$ cat config.mk
export PLATFORM = sky130hd
export DESIGN_NAME = line_draw_stream
export DESIGN_NICKNAME = d
export VERILOG_FILES = /design/src/rtl/line_draw_stream.sv
export SDC_FILE = /design/constraint.sdc
export NUM_CORES = 1
export LEC_CHECK = 0
export ABC_AREA = 1
export ABC_CLOCK_PERIOD_IN_PS = 4600
export CORE_MARGIN = 2
export CORE_UTILIZATION = 45
export DETAILED_ROUTE_END_ITERATION = 16
export SYNTH_ARGS = -nofsm -noshare
export SYNTH_HDL_FRONTEND = slang
export SYNTH_SLANG_ARGS = --single-unit
$ cat constraint.sdc
create_clock -name clk -period 4.6 [get_ports clk]
set_clock_uncertainty 0.05 [all_clocks]
set_input_delay 0.46 -clock clk [delete_from_list [all_inputs] [get_ports clk]]
set_output_delay 0.46 -clock clk [all_outputs]
set_load 0.02 [all_outputs]
$ cat src/rtl/line_draw_stream.sv
// line_draw_stream: Bresenham line rasteriser.
// Accepts one two-endpoint command at a time and streams every pixel of the
// line over a valid/ready handshake, with abort and a last-pixel flag.
//
//   state | meaning
//   IDLE  | waiting for a command, cmd_ready high
//   RUN   | emitting pixels; stalls while pix_ready is low
module line_draw_stream #(
    parameter int XW = 11,
    parameter int YW = 10,
    parameter int CW = ((XW > YW) ? XW : YW) + 1
) (
    input  logic          clk,
    input  logic          reset_n,
    input  logic          cmd_valid,
    output logic          cmd_ready,
    input  logic [XW-1:0] x0,
    input  logic [XW-1:0] x1,
    input  logic [YW-1:0] y0,
    input  logic [YW-1:0] y1,
    input  logic          abort,
    output logic          pix_valid,
    input  logic          pix_ready,
    output logic [XW-1:0] pix_x,
    output logic [YW-1:0] pix_y,
    output logic          pix_last,
    output logic [CW-1:0] pix_count,
    output logic          busy,
    output logic          done
);
    // One bit of headroom over the widest coordinate plus a sign bit keeps
    // dx, dy and err exact for any endpoint pair.
    localparam int W = ((XW > YW) ? XW : YW) + 2;

    typedef enum logic {IDLE, RUN} state_t;

    state_t              state;
    logic [XW-1:0]       x1_q;
    logic [YW-1:0]       y1_q;
    logic                right;
    logic                down;
    logic signed [W-1:0] dx;
    logic signed [W-1:0] dy;
    logic signed [W-1:0] err;

    logic signed [W-1:0] x0_e, x1_e, y0_e, y1_e;
    logic signed [W-1:0] dx_c, dy_c;
    logic signed [W:0]   e2, dx_w, dy_w;
    logic                step_x, step_y;
    logic signed [W-1:0] err_nxt;
    logic                handshake;

    // Command decode: zero-extended endpoints, |dx| and -|dy| for the new line.
    always_comb begin
        x0_e = $signed({{(W-XW){1'b0}}, x0});
        x1_e = $signed({{(W-XW){1'b0}}, x1});
        y0_e = $signed({{(W-YW){1'b0}}, y0});
        y1_e = $signed({{(W-YW){1'b0}}, y1});
        dx_c = (x1_e >= x0_e) ? (x1_e - x0_e) : (x0_e - x1_e);
        dy_c = (y1_e >= y0_e) ? (y0_e - y1_e) : (y1_e - y0_e);
    end

    // Bresenham step decision from the pre-update error; both axes may step.
    always_comb begin
        e2      = $signed({err, 1'b0});
        dx_w    = dx;
        dy_w    = dy;
        step_x  = (e2 > dy_w);
        step_y  = (e2 < dx_w);
        err_nxt = err + (step_x ? dy : '0) + (step_y ? dx : '0);
    end

    assign handshake = pix_valid & pix_ready;
    assign pix_last  = pix_valid & (pix_x == x1_q) & (pix_y == y1_q);
    assign cmd_ready = (state == IDLE);
    assign busy      = (state == RUN);

    // Line FSM: command capture, per-pixel stepping, abort and done pulse.
    always_ff @(posedge clk or negedge reset_n) begin
        if (!reset_n) begin
            state     <= IDLE;
            x1_q      <= '0;
            y1_q      <= '0;
            right     <= 1'b0;
            down      <= 1'b0;
            dx        <= '0;
            dy        <= '0;
            err       <= '0;
            pix_valid <= 1'b0;
            pix_x     <= '0;
            pix_y     <= '0;
            pix_count <= '0;
            done      <= 1'b0;
        end else begin
            done <= 1'b0;
            case (state)
                IDLE: begin
                    // abort is meaningless here, so a simultaneous command still goes through
                    if (cmd_valid) begin
                        x1_q      <= x1;
                        y1_q      <= y1;
                        right     <= (x1 >= x0);
                        down      <= (y1 >= y0);
                        dx        <= dx_c;
                        dy        <= dy_c;
                        err       <= dx_c + dy_c;
                        pix_x     <= x0;
                        pix_y     <= y0;
                        pix_count <= '0;
                        pix_valid <= 1'b1;
                        state     <= RUN;
                    end
                end
                RUN: begin
                    if (abort) begin
                        // the pixel on the bus is dropped and not counted
                        pix_valid <= 1'b0;
                        state     <= IDLE;
                    end else if (handshake) begin
                        pix_count <= pix_count + CW'(1);
                        if (pix_last) begin
                            pix_valid <= 1'b0;
                            done      <= 1'b1;
                            state     <= IDLE;
                        end else begin
                            if (step_x)
                                pix_x <= right ? (pix_x + XW'(1)) : (pix_x - XW'(1));
                            if (step_y)
                                pix_y <= down ? (pix_y + YW'(1)) : (pix_y - YW'(1));
                            err <= err_nxt;
                        end
                    end
                end
                default: state <= IDLE;
            endcase
        end
    end

endmodule

Word level (Yosys, flattened, before mapping) --
Index checks and enable logic that the tools add are counted. Widths: inputs -> output; s select.
Storage, ports and cells: register bits 98, latch bits 0, memory bits (writable) 0, bits in read-only memories 0, input bits 47, output and inout bits 38, memories 0
Operators by class: add/sub/neg operators 12, multiply operators 0, divide/modulo/power cells 0, order comparisons 6, equal/unequal tests 10, shifts and indexed selects 0, muxes and demuxes 41, bitwise operators 4, reductions and logical operators 6
Operator list (number):
- $mux 13 | 8
- $mux 11 | 6
- $mux 10 | 6
- $add 13x13->13 | 3
- $mux 12 | 3
- $pmux 13 s2 | 1
- $pmux 12 s2 | 1
- $sub 11x11->12 | 2
- $ge 11x11->1 | 2
- $pmux 11 s2 | 1
- $sub 10x10->11 | 2
- $ge 10x10->1 | 2
- $pmux 10 s2 | 1
- $gt 14x13->1 | 1
- $lt 14x13->1 | 1
- $add 12x1->12 const B | 1
- $mux 1 | 12
- $add 11x1->11 const B | 1
- $eq 11x11->1 | 1
- $sub 11x1->11 const B | 1
- $add 10x1->10 const B | 1
- $eq 10x10->1 | 1
- $reduce_and 5->1 | 2
- $sub 10x1->10 const B | 1
- 10 further kinds | 18

Logic depth before layout (Yosys ltp) --
depth after elaboration 8, depth in mapped cells 30

Least setup slack after synthesis --
No wires, ideal clock.
path kind input to register, from in x1[0], to reg err[10], data arrival time 3.708 ns, required time 4.426 ns, path slack 0.718 ns, stages 26, cell sequence inv_1 > ha_1 > inv_1 > fa_1 > nand2_1 > nand2_1 > inv_2 > o21ai_2 > o21ai_1 > a21oi_1 > nor2_2 > inv_2 > buf_6 > o21a_1 > fa_1 > inv_1 > a21oi_1 > o21ai_0 > nand3_1 > nand2_1 > nand2_1 > nand2_1 > a21oi_1 > or2_2 > nand3_1 > a21oi_1
Between the ends: cells in the longest elaborated chain, start to end 5
Ends and longest elaborated chain:
- start: declaration | line 18 | input logic [XW-1:0] x1,
- $sub 11x11->12 or $ge 11x11->1 (tied branches) | line 59 | dx_c = (x1_e >= x0_e) ? (x1_e - x0_e) : (x0_e - x1_e);
- $mux 13 (*) | line 59
- $add 13x13->13 (*) | line 106 | err <= dx_c + dy_c;
- $mux 13 (*) | line 99 | if (cmd_valid) begin
- $pmux 13 s2 (*) | line 96 | case (state)
- end signal: assignment | line 106
- end signal: assignment | line 130 | err <= err_nxt;
- end: declaration | line 44 | logic signed [W-1:0] err;
Mark *: on every way between the ends. The rest lies on a longest branch, timed or not. The select of a mux whose other input is x is not followed. A chain may end at the register's enable or synchronous reset.

Final worst setup path --
from reg dy[11], to reg err[9]
Between the ends: cells in the longest elaborated chain, start to end 8
Ends and longest elaborated chain:
- start: declaration | line 43 | logic signed [W-1:0] dy;
- start signal: assignment | line 105 | dy <= dy_c;
- $gt 14x13->1 | line 68 | step_x = (e2 > dy_w);
- $mux 13 | line 70 | err_nxt = err + (step_x ? dy : '0) + (step_y ? dx : '0);
- $add 13x13->13 (2 in a row) | line 70
- $mux 13 | line 121 | if (pix_last) begin
- $mux 13 | line 119 | end else if (handshake) begin
- $mux 13 | line 115 | if (abort) begin
- $pmux 13 s2 | line 96
No other way between the ends. The select of a mux whose other input is x is not followed.

==> impl_summary.md <==
CTS
The root buffer selected by CTS is clkbuf_16. Post-CTS timing repair inserted 0 buffers for setup. The clock tree from TritonCTS is done.

Gates resized during post-CTS repair numbered 0. The insertion delay to the later sink of the worst-skew pair is 0.36 ns. The number of hold-repair buffers added at the cts stage is 0.

The maximum buffer depth of the clock tree is 2. In this run the number of H-tree levels came out at 3. The number of sinks driven by the clock tree is 95.

The post-CTS clock slew at the launch and capture registers of the worst setup and hold paths is 0.07 ns. Buffers inserted during clock tree synthesis total 9.

STA
The minimum clock period is 4.33 ns. The count of endpoints failing hold in the final timing report came to 0. Derived from the worst setup path, the maximum achievable clock frequency is 231 MHz. The setup TNS is 0 ns.

The count of endpoints failing setup in the final report is 0. Setup repair after global routing left no endpoint under its margin. The worst hold slack is 0.175 ns. For the pin with the worst max-slew slack, the measured transition is 0.950 ns. Once routing completed, OpenROAD measured the worst setup slack at 0.268 ns.

Of the available clock period, the critical path in the final layout requires 94.2%. The worst slew margin relative to its limit is 36.7%. The final-report max-slew violation count was 0.

Placement
Counting tap cells, the placed design contains a total of 1748 instances. After detailed placement, the total cell area comes to 0.0108 mm^2. The weighted congestion at the end of routability-driven global placement is 0.907. The half-perimeter wire length after detailed placement is 22400 um.

Before CTS, the worst setup slack after placement is 0.0531 ns. During placement, the flow inserted port buffers numbering 84.

Critical path
The endpoint type of the worst setup path is a flip-flop. For the worst setup path, the data required time is 4.80 ns. The number of cells on the worst reg-to-reg path is 22.

The worst register-to-register path begins at dy[11]. The startpoint of the worst setup timing path is dy[11]. The reg2reg setup slack is 0.27 ns. Following the worst setup path forward leads to its endpoint at err[9]. The critical path is of the reg2reg type. The launching element type of the critical path is a flip-flop. Data arrives at the worst endpoint at 4.53 ns. Along the worst path, the maximum fanout reaches 10. The worst register-to-register path ends at err[9].

Global routing
The aggregate global routing overflow is 0. Entering global routing, the biggest net connects 87 pins. The wire length of the first global-routing pass is 45100 um. The global router's overall resource usage is 25.4%. The initial antenna violation count is 0.

The number of global-route vias before repair is 8823.

Layout
The sequential cell area is 0.00238 mm^2. After routing the design area is 0.0111 mm^2. The number of fill cells is 2148.

The area of the multi-input gates is 0.00628 mm^2. After the flow finishes, the layout carries non-filler instances totaling 1764. Relative to the synthesized area, the layout overhead comes to 14.3%. 0 antenna diodes ended up in the layout. The share of post-route cells with drive strength above 1 is 6.38%. Measured on the finished design, the core utilization comes to 52.7%. The final layout contains 1660 nets.

Floorplan
The die boundary height is 151 um. The die is 151 um wide. During I/O placement, the number of pins put on the boundary was 85. The full die area is 0.0229 mm^2. The initial utilization of the core area, before any placement, comes to 46.1%. The core area is 0.0212 mm^2.

The floorplan row count is 53.

Synth
The leading register cell type out of synthesis is dfrtp_1. By count the netlist is led by 341 x nand2_1, 221 x inv_1, 118 x o21ai_0, 109 x ha_1, 109 x nor2_1. The synthesized area per cell is 6.92 um^2.

The synthesis warning total is 0. Yosys instantiated no cell more often than nand2_1. In the post-synthesis netlist, the biggest area contributors are dfrtp_1 24%, ha_1 14%, nand2_1 13%. Counting flops with an async set or reset pin after synthesis yields a share of 100%. Synthesis produced a netlist whose cell count is 1410.

The post-synthesis net count is 1586. The number of enable-type register cells in the synthesized netlist is 0. The count of cell types in the netlist is 56. The largest total area in the synthesized netlist belongs to dfrtp_1. The fraction of synthesized cell area taken by the top area cell type is 24.4%. The share of the Yosys chip area taken by registers is 24.4%. Summing every instance area after synthesis gives 0.00975 mm^2. The number of flip-flops and latches in the synthesized netlist is 95.

Routing
Using the TritonRoute via totals, the vias-per-cell ratio works out to 5.19. The count of unresolved DRC violations after routing is 0. Dividing the detail-routed wire length by the instance count gives 15.9 um. The post-detailed-routing wire length is 28000 um. The detailed router's first-iteration violation count is 437. The number of antenna-violating nets in the routed design is 0. The count of TritonRoute iterations in the first routing pass is 5. The number of vias in the routed layout is 9163.

Pwr
Dividing total power by cell area gives a power density of 630 mW/mm^2. Summed over all cells, the static leakage comes to 5.76 nW. Power comes to 7.02 mW.

VDD sags by at most 0.335 mV.

Worst hold path
The tightest min-delay check is of the in2async type.

Run status
The flow ran to the end, and the final reports show no timing, DRC or antenna violations.

Job
Max-cap violations in this run came to 0.
[flip-flops by register name, summed over array words and instances, names as in the netlist]
register,cells
pix_x,11
x1_q,11
pix_y,10
y1_q,10
pix_count,12
down,1
done,1
pix_valid,1
err,13
right,1
dx,12
busy,1
dy,11
[layout by cell type, fill, tap and decap left out, drive strengths merged, types with 4 or more instances in the layout]
cell type      instances
nand2                346
inv                  237
o21ai                152
nor2                 120
ha                   109
a21oi                101
dfrtp                 95
clkdlybuf4s50         83
nand3                 58
xor2                  31
fa                    20
nand4                 18
buf                   16
or2                   14
nor3                  11
xnor2                  9
clkbuf                 9
a21o                   8
o2111ai                8
o21bai                 5
o31ai                  4
nor4                   4
clkinv                 4
[critical path, cell delays in order (launching register included)]
cell and delay [ns]:
dfrtp_1 0.38, inv_1 0.12, ha_1 0.36, nand2_1 0.08, nor2_1 0.24, inv_1 0.08, nor2_2 0.18, nand2_1 0.17
nand3_1 0.14, nand2_2 0.13, nand2_4 0.17, nor2_1 0.08, fa_1 0.51, ha_1 0.19, inv_1 0.06, fa_1 0.40
inv_1 0.13, a21oi_1 0.11, o21ai_1 0.18, a21oi_1 0.08, o21ai_0 0.14, nand3_1 0.13, o21a_1 0.11
[routing by layer]
layer / routed length (um) / track usage (%)
met5: 0 / 0
met4: 610 / 7.57
met3: 966 / 1.96
met2: 13200 / 42.7
met1: 13200 / 35.0
[how the worst min path moves through the flow]
stage / from / to / slack (ns) / depth (start not counted)
floorplan: reset_n / busy / 0.11 / 0
global placement: dx[8] / dx[8] / 0.42 / 2
detailed placement: dy[3] / dy[3] / 0.42 / 2
CTS: reset_n / pix_valid / 0.23 / 1
global route: reset_n / dy[11] / 0.26 / 1
finish: reset_n / dy[11] / 0.17 / 1
[report_power, final]
group	internal, mW	switching, mW	total, mW
combinational	1.86	2.98	4.83
clock	0.386	0.395	0.782
sequential	1.09	0.313	1.41
[logic make-up (layout without fill, tap and decap cells)]
family                     count (synthesis)  after routing  synth area share, %
AOI/OAI and AO/OA                        297            297                 17.0
xor gates and xnor gates                  40             40                 3.59
adders and majority gates                129            129                 18.1
buffers and inverters                    270            349                 11.2
DFF                                       95             95                 24.4
and+or+nand+nor                          579            579                 25.7
[layout make-up]
class                           instances  area share, %
Timing Repair Buffer                   99           8.53
Inverter                              234           7.98
Tap cell                              275           3.09
Clock buffer                            9           2.02
Multi-Input combinational cell       1045           56.4
Sequential cell                        95           21.3
Clock inverter                          7          0.662
Note: power is estimated with default switching activity, not from simulation.
